**src/rtl/fft_pkg.sv**
```systemverilog
// Shared definitions for the 64-point radix-2 FFT control slice.
//   N, LOG2N, NB : transform size, stage count, butterflies per stage
//   fft_state_t  : sequencer state encoding
//   bitrev6      : 6-bit bit reversal (load-side scatter)
//   rol6         : 6-bit rotate-left (per-stage butterfly address spread)
package fft_pkg;

  localparam int N     = 64;
  localparam int LOG2N = 6;
  localparam int NB    = N / 2;

  typedef enum logic [1:0] {
    IDLE    = 2'd0,
    LOAD    = 2'd1,
    COMPUTE = 2'd2,
    UNLOAD  = 2'd3
  } fft_state_t;

  function automatic logic [5:0] bitrev6(input logic [5:0] x);
    logic [5:0] r;
    for (int b = 0; b < 6; b++) r[b] = x[5-b];
    return r;
  endfunction

  // Rotating the doubled word left and taking the top half gives a
  // rotate without a variable-width right shift.
  function automatic logic [5:0] rol6(input logic [5:0] x, input logic [2:0] sh);
    logic [11:0] d;
    d = {x, x} << sh;
    return d[11:6];
  endfunction

endpackage

```
**src/rtl/fft_sequencer_if.sv**
```systemverilog
// Handshake and RAM/ROM control bundle of the FFT sequencer.
//   master : sequencer side (drives addresses, strobes, status)
//   slave  : environment side (drives start, in_valid, out_ready)
// Signals: start, in_valid, in_ready, ram_write, ram_addr_a, ram_addr_b,
//          twiddle_addr, bfly_valid, out_valid, out_ready, busy, done.
interface fft_sequencer_if;
  import fft_pkg::*;

  logic             start;
  logic             in_valid;
  logic             in_ready;
  logic             ram_write;
  logic [LOG2N-1:0] ram_addr_a;
  logic [LOG2N-1:0] ram_addr_b;
  logic [LOG2N-2:0] twiddle_addr;
  logic             bfly_valid;
  logic             out_valid;
  logic             out_ready;
  logic             busy;
  logic             done;

  modport master (
    input  start, in_valid, out_ready,
    output in_ready, ram_write, ram_addr_a, ram_addr_b, twiddle_addr,
           bfly_valid, out_valid, busy, done
  );

  modport slave (
    output start, in_valid, out_ready,
    input  in_ready, ram_write, ram_addr_a, ram_addr_b, twiddle_addr,
           bfly_valid, out_valid, busy, done
  );

endinterface

```
**src/rtl/fft_addr_gen.sv**
```systemverilog
// Combinational address decode for the FFT sequencer.
// Inputs : state, s (stage), i (butterfly index), k (pair index)
// Outputs: ram_addr_a, ram_addr_b, twiddle_addr
//   LOAD    : bit-reversed scatter of sample pair 2k / 2k+1
//   COMPUTE : operand pair rol6(2i, s) / rol6(2i+1, s), twiddle = top s bits of i
//   UNLOAD  : natural order 2k / 2k+1
//   IDLE    : all zero
module fft_addr_gen
  import fft_pkg::*;
(
  input  fft_state_t       state,
  input  logic [2:0]       s,
  input  logic [4:0]       i,
  input  logic [4:0]       k,
  output logic [LOG2N-1:0] ram_addr_a,
  output logic [LOG2N-1:0] ram_addr_b,
  output logic [LOG2N-2:0] twiddle_addr
);

  always_comb begin
    ram_addr_a   = '0;
    ram_addr_b   = '0;
    twiddle_addr = '0;
    unique case (state)
      LOAD: begin
        ram_addr_a = bitrev6({k, 1'b0});
        ram_addr_b = bitrev6({k, 1'b1});
      end
      COMPUTE: begin
        ram_addr_a   = rol6({i, 1'b0}, s);
        ram_addr_b   = rol6({i, 1'b1}, s);
        // Mask keeps the s most significant bits of i; empty at s=0.
        twiddle_addr = i & (5'b11111 << (3'd5 - s));
      end
      UNLOAD: begin
        ram_addr_a = {k, 1'b0};
        ram_addr_b = {k, 1'b1};
      end
      default: ;
    endcase
  end

endmodule

```
**src/rtl/fft_sequencer.sv**
```systemverilog
// Control FSM for a 64-point in-place radix-2 FFT over a dual-port RAM
// and twiddle ROM. Phases: IDLE -> LOAD -> COMPUTE -> UNLOAD -> IDLE.
// Ports:
//   clk, reset : clock, synchronous active-high reset
//   bus        : fft_sequencer_if.master (handshakes, RAM/ROM control, status)
// Parameter:
//   BFLY_LAT   : butterfly datapath latency 0..7; each butterfly holds its
//                addresses for BFLY_LAT+1 cycles (read at phase 0, write at last)
// Optional build macro FFT_STAGE_OUT_EN adds:
//   stage_idx  : current stage in COMPUTE, else 0
//   stage_done : pulses in the cycle of each stage's final write
module fft_sequencer
  import fft_pkg::*;
#(
  parameter int BFLY_LAT = 0
) (
  input  logic             clk,
  input  logic             reset,
  fft_sequencer_if.master  bus
`ifdef FFT_STAGE_OUT_EN
  ,
  output logic [2:0]       stage_idx,
  output logic             stage_done
`endif
);

  localparam logic [2:0] LAT        = 3'(BFLY_LAT);
  localparam logic [4:0] LAST_IDX   = 5'(NB - 1);
  localparam logic [2:0] LAST_STAGE = 3'(LOG2N - 1);

  fft_state_t state_q, state_d;
  logic [4:0] k_q, k_d;
  logic [2:0] s_q, s_d;
  logic [4:0] i_q, i_d;
  logic [2:0] phase_q, phase_d;
  logic       done_q, done_d;
  logic       last_phase;

  assign last_phase = (phase_q == LAT);

  always_ff @(posedge clk) begin
    if (reset) begin
      state_q <= IDLE;
      k_q     <= '0;
      s_q     <= '0;
      i_q     <= '0;
      phase_q <= '0;
      done_q  <= 1'b0;
    end else begin
      state_q <= state_d;
      k_q     <= k_d;
      s_q     <= s_d;
      i_q     <= i_d;
      phase_q <= phase_d;
      done_q  <= done_d;
    end
  end

  always_comb begin
    state_d = state_q;
    k_d     = k_q;
    s_d     = s_q;
    i_d     = i_q;
    phase_d = phase_q;
    done_d  = 1'b0;
    unique case (state_q)
      IDLE: begin
        if (bus.start) begin
          state_d = LOAD;
          k_d     = '0;
        end
      end
      LOAD: begin
        if (bus.in_valid) begin
          k_d = k_q + 5'd1;
          if (k_q == LAST_IDX) begin
            state_d = COMPUTE;
            s_d     = '0;
            i_d     = '0;
            phase_d = '0;
          end
        end
      end
      COMPUTE: begin
        if (last_phase) begin
          phase_d = '0;
          i_d     = i_q + 5'd1;
          if (i_q == LAST_IDX) begin
            s_d = s_q + 3'd1;
            if (s_q == LAST_STAGE) begin
              state_d = UNLOAD;
              k_d     = '0;
              s_d     = '0;
            end
          end
        end else begin
          phase_d = phase_q + 3'd1;
        end
      end
      UNLOAD: begin
        // out_valid is constantly high here, so out_ready alone completes a handshake.
        if (bus.out_ready) begin
          k_d = k_q + 5'd1;
          if (k_q == LAST_IDX) begin
            state_d = IDLE;
            k_d     = '0;
            done_d  = 1'b1;
          end
        end
      end
      default: state_d = IDLE;
    endcase
  end

  assign bus.in_ready   = (state_q == LOAD);
  assign bus.out_valid  = (state_q == UNLOAD);
  assign bus.busy       = (state_q != IDLE);
  assign bus.bfly_valid = (state_q == COMPUTE) && (phase_q == 3'd0);
  assign bus.ram_write  = ((state_q == LOAD) && bus.in_valid) ||
                          ((state_q == COMPUTE) && last_phase);
  assign bus.done       = done_q;

  fft_addr_gen u_addr_gen (
    .state        (state_q),
    .s            (s_q),
    .i            (i_q),
    .k            (k_q),
    .ram_addr_a   (bus.ram_addr_a),
    .ram_addr_b   (bus.ram_addr_b),
    .twiddle_addr (bus.twiddle_addr)
  );

`ifdef FFT_STAGE_OUT_EN
  assign stage_idx  = (state_q == COMPUTE) ? s_q : 3'd0;
  assign stage_done = (state_q == COMPUTE) && last_phase && (i_q == LAST_IDX);
`endif

endmodule

```
**src/flat_wrapper.sv**
```systemverilog
// flat-port wrapper written by rule: the top's interface ports become plain ports
module fft_sequencer_flat import fft_pkg::*;
#(
  parameter int BFLY_LAT = 0
)
  (clk, reset, bus_start, bus_in_valid, bus_out_ready, bus_in_ready, bus_ram_write, bus_ram_addr_a, bus_ram_addr_b, bus_twiddle_addr, bus_bfly_valid, bus_out_valid, bus_busy, bus_done);
  fft_sequencer_if bus_i ();
  input  logic clk;
  input  logic reset;
  input wire logic [$bits(bus_i.start)-1:0] bus_start;
  input wire logic [$bits(bus_i.in_valid)-1:0] bus_in_valid;
  input wire logic [$bits(bus_i.out_ready)-1:0] bus_out_ready;
  output wire logic [$bits(bus_i.in_ready)-1:0] bus_in_ready;
  output wire logic [$bits(bus_i.ram_write)-1:0] bus_ram_write;
  output wire logic [$bits(bus_i.ram_addr_a)-1:0] bus_ram_addr_a;
  output wire logic [$bits(bus_i.ram_addr_b)-1:0] bus_ram_addr_b;
  output wire logic [$bits(bus_i.twiddle_addr)-1:0] bus_twiddle_addr;
  output wire logic [$bits(bus_i.bfly_valid)-1:0] bus_bfly_valid;
  output wire logic [$bits(bus_i.out_valid)-1:0] bus_out_valid;
  output wire logic [$bits(bus_i.busy)-1:0] bus_busy;
  output wire logic [$bits(bus_i.done)-1:0] bus_done;
  assign bus_i.start = bus_start;
  assign bus_i.in_valid = bus_in_valid;
  assign bus_i.out_ready = bus_out_ready;
  assign bus_in_ready = bus_i.in_ready;
  assign bus_ram_write = bus_i.ram_write;
  assign bus_ram_addr_a = bus_i.ram_addr_a;
  assign bus_ram_addr_b = bus_i.ram_addr_b;
  assign bus_twiddle_addr = bus_i.twiddle_addr;
  assign bus_bfly_valid = bus_i.bfly_valid;
  assign bus_out_valid = bus_i.out_valid;
  assign bus_busy = bus_i.busy;
  assign bus_done = bus_i.done;
  fft_sequencer #(.BFLY_LAT(BFLY_LAT)) u_core (.clk(clk), .reset(reset), .bus(bus_i));
endmodule
```
**config.mk**
```make
export PLATFORM = sky130hd
export DESIGN_NAME = fft_sequencer_flat
export DESIGN_NICKNAME = d
export VERILOG_FILES = /design/src/rtl/fft_pkg.sv /design/src/rtl/fft_sequencer_if.sv /design/src/rtl/fft_addr_gen.sv /design/src/rtl/fft_sequencer.sv /design/src/flat_wrapper.sv
export SDC_FILE = /design/constraint.sdc
export NUM_CORES = 1
export LEC_CHECK = 0
export BUFFER_PORTS_ARGS = -buffer_cell sky130_fd_sc_hd__buf_2
export CAP_MARGIN = 20
export CORE_ASPECT_RATIO = 0.6
export CORE_UTILIZATION = 40
export CTS_CLUSTER_DIAMETER = 150
export CTS_CLUSTER_SIZE = 25
export DETAILED_ROUTE_END_ITERATION = 16
export SYNTH_ARGS = -nofsm -noshare
export SYNTH_HDL_FRONTEND = slang
export SYNTH_SLANG_ARGS = --single-unit
```
**constraint.sdc**
```tcl
create_clock -name clk -period 3.5 [get_ports clk]
set_input_delay 0 -clock clk [delete_from_list [all_inputs] [get_ports clk]]
set_output_delay 0 -clock clk [all_outputs]
set_load 0.02 [all_outputs]
```
* Word-level counts from Yosys, hierarchy flattened
Cells that the tools add are included.
** Word-level totals
- Register bits :: 19
- Logic and storage cells :: 77
- Bits of input ports :: 5
** Operators by class
- Add/subtract/negate cells :: 5
- Muxes and demuxes :: 33
- Shifts and indexed selects :: 3
- Equality and inequality tests :: 14
- Reduce and logical (&&, ||, !) cells :: 13
- Bitwise logic cells :: 3
** Operators by type and width (count)
- $mux 5 :: 11
- $pmux 6 s3 :: 2
- $shl 12x3->12 :: 2
- $pmux 5 s4 :: 1
- $mux 3 :: 6
- $mux 2 :: 8
- $pmux 3 s2 :: 2
- $add 5x1->5 const B :: 2
- $eq 5x5->1 const B :: 2
- $ne 2x1->1 const B :: 5
- $pmux 5 s2 :: 1
- $pmux 2 s4 :: 1
- $reduce_and 8->1 :: 1
- $add 3x1->3 const B :: 2
- $ne 2x2->1 const B :: 3
- $reduce_and 6->1 :: 1
- $and 5x5->5 :: 1
- $reduce_and 5->1 :: 1
- $shl 5x3->5 const A :: 1
- $eq 2x2->1 const B :: 2
- $reduce_and 4->1 :: 1
- $reduce_bool 2->1 :: 2
- $eq 3x3->1 const B :: 1
- $logic_not 3->1 :: 1
- other kinds (9) :: 11

* Logic depth before layout (Yosys ltp)
- Word-level depth :: 5
- Mapped depth :: 9

* Modules after synthesis
Synthesis repeated with hierarchy kept, for this count alone.
** Unflattened totals
- Cells, all modules :: 217
- Area, all modules :: 1724.2 µm²
** By module, submodules not included
- fft_sequencer :: area an instance 1159.9 µm², cells each 132, times used 1
- fft_addr_gen :: area an instance 564.3 µm², cells each 85, times used 1

* Least setup slack after synthesis
No wires, ideal clock.
- Path type :: reg-to-reg
- Start :: reg u_core.s_q[1]
- End :: reg u_core.k_q[3]
- Slack :: 1.059 ns
- Required time :: 3.430 ns
- Arrival :: 2.371 ns
- Cell stages (with the launch flop) :: 10
- Buffers on the path :: 3
- Library setup time :: 0.070 ns
- Period minus slack after synthesis :: 2.441 ns
- Path through :: dfxtp_1 -> clkbuf_1 -> buf_2 -> clkbuf_1 -> inv_1 -> ha_1 -> nand4b_1 -> a2111o_1 -> or4_1 -> a21oi_1
** Between the ends
- Word-level cells in the longest chain between the ends :: 3
** RTL lines
- start, declared :: RTL line fft_sequencer.sv:33 : logic [2:0] s_q, s_d;
- start signal, assigned :: RTL line fft_sequencer.sv:45 : s_q <= '0;
- start signal, assigned :: RTL line fft_sequencer.sv:52 : s_q <= s_d;
- $eq 3x3->1 :: RTL line fft_sequencer.sv:90 : if (s_q == LAST_STAGE) begin
- $ne 2x1->1 (no source line)
- $reduce_and 6->1 (no source line)
- end signal, assigned :: RTL line fft_sequencer.sv:51 : k_q <= k_d;
- end, declared :: RTL line fft_sequencer.sv:32 : logic [4:0] k_q, k_d;
No other way between the ends.
A chain may end at the register's enable or synchronous reset.

* Final worst setup path
- Start :: reg u_core.s_q[2]
- End :: reg u_core.k_q[3]
Same word-level chain as after synthesis.

==> flow_metrics.tcl <==
set metrics [dict create \
    status "finished clean" \
    start_util_pct 43.60 \
    globalplace.congestion 0.7900 \
    synth_nets 260 \
    post-route-period-util_pct 73.51 \
    cts_sinks 19 \
    tightest_slew_ns 0.6788 \
    drive_gt1_share_pct 17.93 \
    cts_buffers 3 \
    route.vias.total 1830 \
    max_freq_mhz 388.7 \
    rr_startpoint "u_core.s_q[2]$_SDFFE_PP0P_" \
    p_per_area_nw_per_um2 505.9 \
    ys_seq_elements 19 \
    crit_type "flop to flop" \
    ir_drop_mv 0.3985 \
    ys.flop_type "dfxtp_1" \
    avgSynthCellArea_um2 7.914 \
    first_pass_iters 5 \
    clkTransAtPathRegs_ns 0.07 \
    place_hpwl_um 3627 \
    holdBufCountCts 0 \
    yosysWarnings 0 \
    setup_ws_ns 0.9272 \
    cts_setup_buffers 0 \
    port_buffers 27 \
    rrSetupSlack_ns 0.93 \
    synthCells 237 \
    drtIter0Drc 167 \
    ctsLongestPathBuffers 2 \
    slew_violations 0 \
    grt_max_degree 24 \
    r2r_cells 5 \
    hold_path_depth 2 \
    viasPerCell 5.884 \
    slew_headroom_pct 54.75 \
    rsz0062_at_grt "false" \
    synth_edf_count 0 \
    cp.arrival_ns 2.76 \
    grtUsageTotal_pct 21.46 \
    synth.distinct_cells 59 \
    cts_root_buffer "clkbuf_8" \
    antenna_found_initial 0 \
    fin_crit_ns 2.573 \
    htreeDepth 1 \
    async_flop_share_pct 0 \
    wl_per_cell_um 15.85 \
    cts_tree "done" \
    critPathMaxFanout 21 \
    yosysSeqAreaShare_pct 20.28 \
    die_area_um2 4976 \
    die_height_um 55.04 \
    netlist_area_um2 1876 \
    syn_to_final_growth_pct 10.07 \
    p_leak_uw 0.0008696 \
    core_area_um2 4302 \
    reg2reg_to "u_core.k_q[3]$_SDFFE_PP0P_" \
    place_ws_ns 0.9806 \
    crit_required_ns 3.69 \
    grt_overflow_total 0 \
    whs_ns 0.04213 \
    num-nets-final 275 \
    place_inst 307 \
    final_cells 311 \
    io_pins 28 \
    grt_pass1_wl_um 8183 \
    fin_skew_ns 0.001217 \
    ctsResizeCount 0 \
    layout_common_cells "buf_2 (27), dfxtp_1 (19), ha_1 (18)" \
    clk-insertion-delay-late_ns 0.26 \
    grt_pass1_vias 1563 \
    cp-startpoint "u_core.s_q[2]$_SDFFE_PP0P_" \
    antenna_left 0 \
    drc_errors 0 \
    n_antenna_cell 0 \
    crit_path_end_kind "flop" \
    setup_tns_ns 0 \
    holdPathEnd "u_core.bus.done$_SDFF_PP0_" \
    hold_violations 0 \
    setup_viol 0 \
    min-delay-path-class "primary input to flop" \
    hold_start "bus_out_ready" \
    wirelength_um 4930 \
    rows 18 \
    critPathLaunchType "flop" \
    max-cap-violations 0 \
    final_common_cell "buf_2" \
    die_w_um 90.40 \
]
power breakdown:
part / internal (µW) / switching, µW / total, µW
Combinational: 210 / 379 / 590
Clock: 81.1 / 77.3 / 158
Sequential: 246 / 50.6 / 296
layout make-up:
type | instances | area [µm²]
clock buffer | 4 | 45.04
fill | 437 | 2237
inverter | 15 | 56.30
multi-input combinational | 184 | 1358
sequential | 19 | 380.4
tap | 60 | 75.07
timing repair buffer | 29 | 150.1
how the worst max path moves through the flow:
stage	end	slack, ns	cells after the start
2_1_floorplan	u_core.k_q[3]$_SDFFE_PP0P_	1.06	9
3_3_place_gp	u_core.state_q[0]$_SDFFE_PP0P_	1.01	5
3_5_place_dp	u_core.k_q[3]$_SDFFE_PP0P_	0.98	5
4_1_cts	bus_ram_addr_b[0]	0.93	6
5_1_grt	bus_ram_addr_b[0]	0.74	6
6_report	u_core.k_q[3]$_SDFFE_PP0P_	0.93	5
routing by layer:
layer / routed length [µm] / part of all wire, % / vias up / GRT usage [%]
met1: 2637 / 53 / 832 / 32.57
met5: 0 / 0 / - / 0
met2: 1845 / 37 / 91 / 31.17
met3: 431 / 8.7 / 2 / 4.372
li1: - / - / 905 / -
met4: 16 / 0.32 / 0 / 3.495
worst max-delay path, stage by stage, from the launching register on:
cell and delay (ns):
dfxtp_1 0.76, ha_1 0.35, nand4b_1 0.17, a2111o_1 0.54, or4_1 0.52, a21oi_1 0.17
Yosys cell counts, types with 2 or more instances:
cell type | number | area, µm²
mux2i_1 | 7 | 70.07
or2_2 | 3 | 18.77
xnor2_1 | 3 | 26.28
a211oi_1 | 4 | 30.03
ha_1 | 18 | 225.2
nand2_1 | 13 | 48.80
o22ai_1 | 6 | 37.54
nor2b_1 | 9 | 56.30
and3_1 | 5 | 31.28
a221oi_1 | 3 | 26.28
nor2_1 | 14 | 52.55
nand2b_1 | 6 | 37.54
inv_1 | 14 | 52.55
o2bb2ai_1 | 2 | 17.52
nor3_1 | 5 | 25.02
nand3b_1 | 2 | 15.01
o21ai_0 | 13 | 65.06
a31oi_1 | 2 | 12.51
nand3_1 | 5 | 25.02
a22oi_1 | 4 | 30.03
xor2_1 | 2 | 17.52
mux4_2 | 2 | 45.04
a22o_1 | 2 | 17.52
mux2_2 | 4 | 45.04
or4_1 | 4 | 30.03
dfxtp_1 | 19 | 380.4
o31ai_1 | 5 | 37.54
a211o_1 | 2 | 17.52
clkbuf_1 | 16 | 60.06
a21oi_1 | 13 | 65.06
o221ai_1 | 2 | 17.52
state kept, by name (all words and copies together), names as in the netlist:
register and cells:
u_core.k_q 5, u_core.bus.done 1, u_core.state_q 2, u_core.s_q 3, u_core.i_q 5, u_core.phase_q 3
stage by stage:
| stage | cell area, µm² | util [%] | power (µW) |
|---|---|---|---|
| detailed placement | 2019 | 46.95 | 881.2 |
| finish | 2064 | 47.99 | 1044 |
| CTS | 2064 | 47.99 | 1045 |
| floorplan | 1876 | - | 739.8 |
| global route | 2064 | 47.99 | 1135 |
| global placement | 2019 | 46.95 | 886.2 |
kinds of logic (layout without fill, tap and decap cells):
kind of cell	after synthesis	in the layout	synth area share, %
and+or+nand+nor	76	76	22.48
xor gates and xnor gates	5	5	2.335
AOI/OAI and AO/OA	72	72	27.02
adders and majority gates	18	18	12.01
muxes	13	13	8.539
buffers and inverters	34	48	7.338
DFF	19	19	20.28
Power figures use the tool's default switching activity.
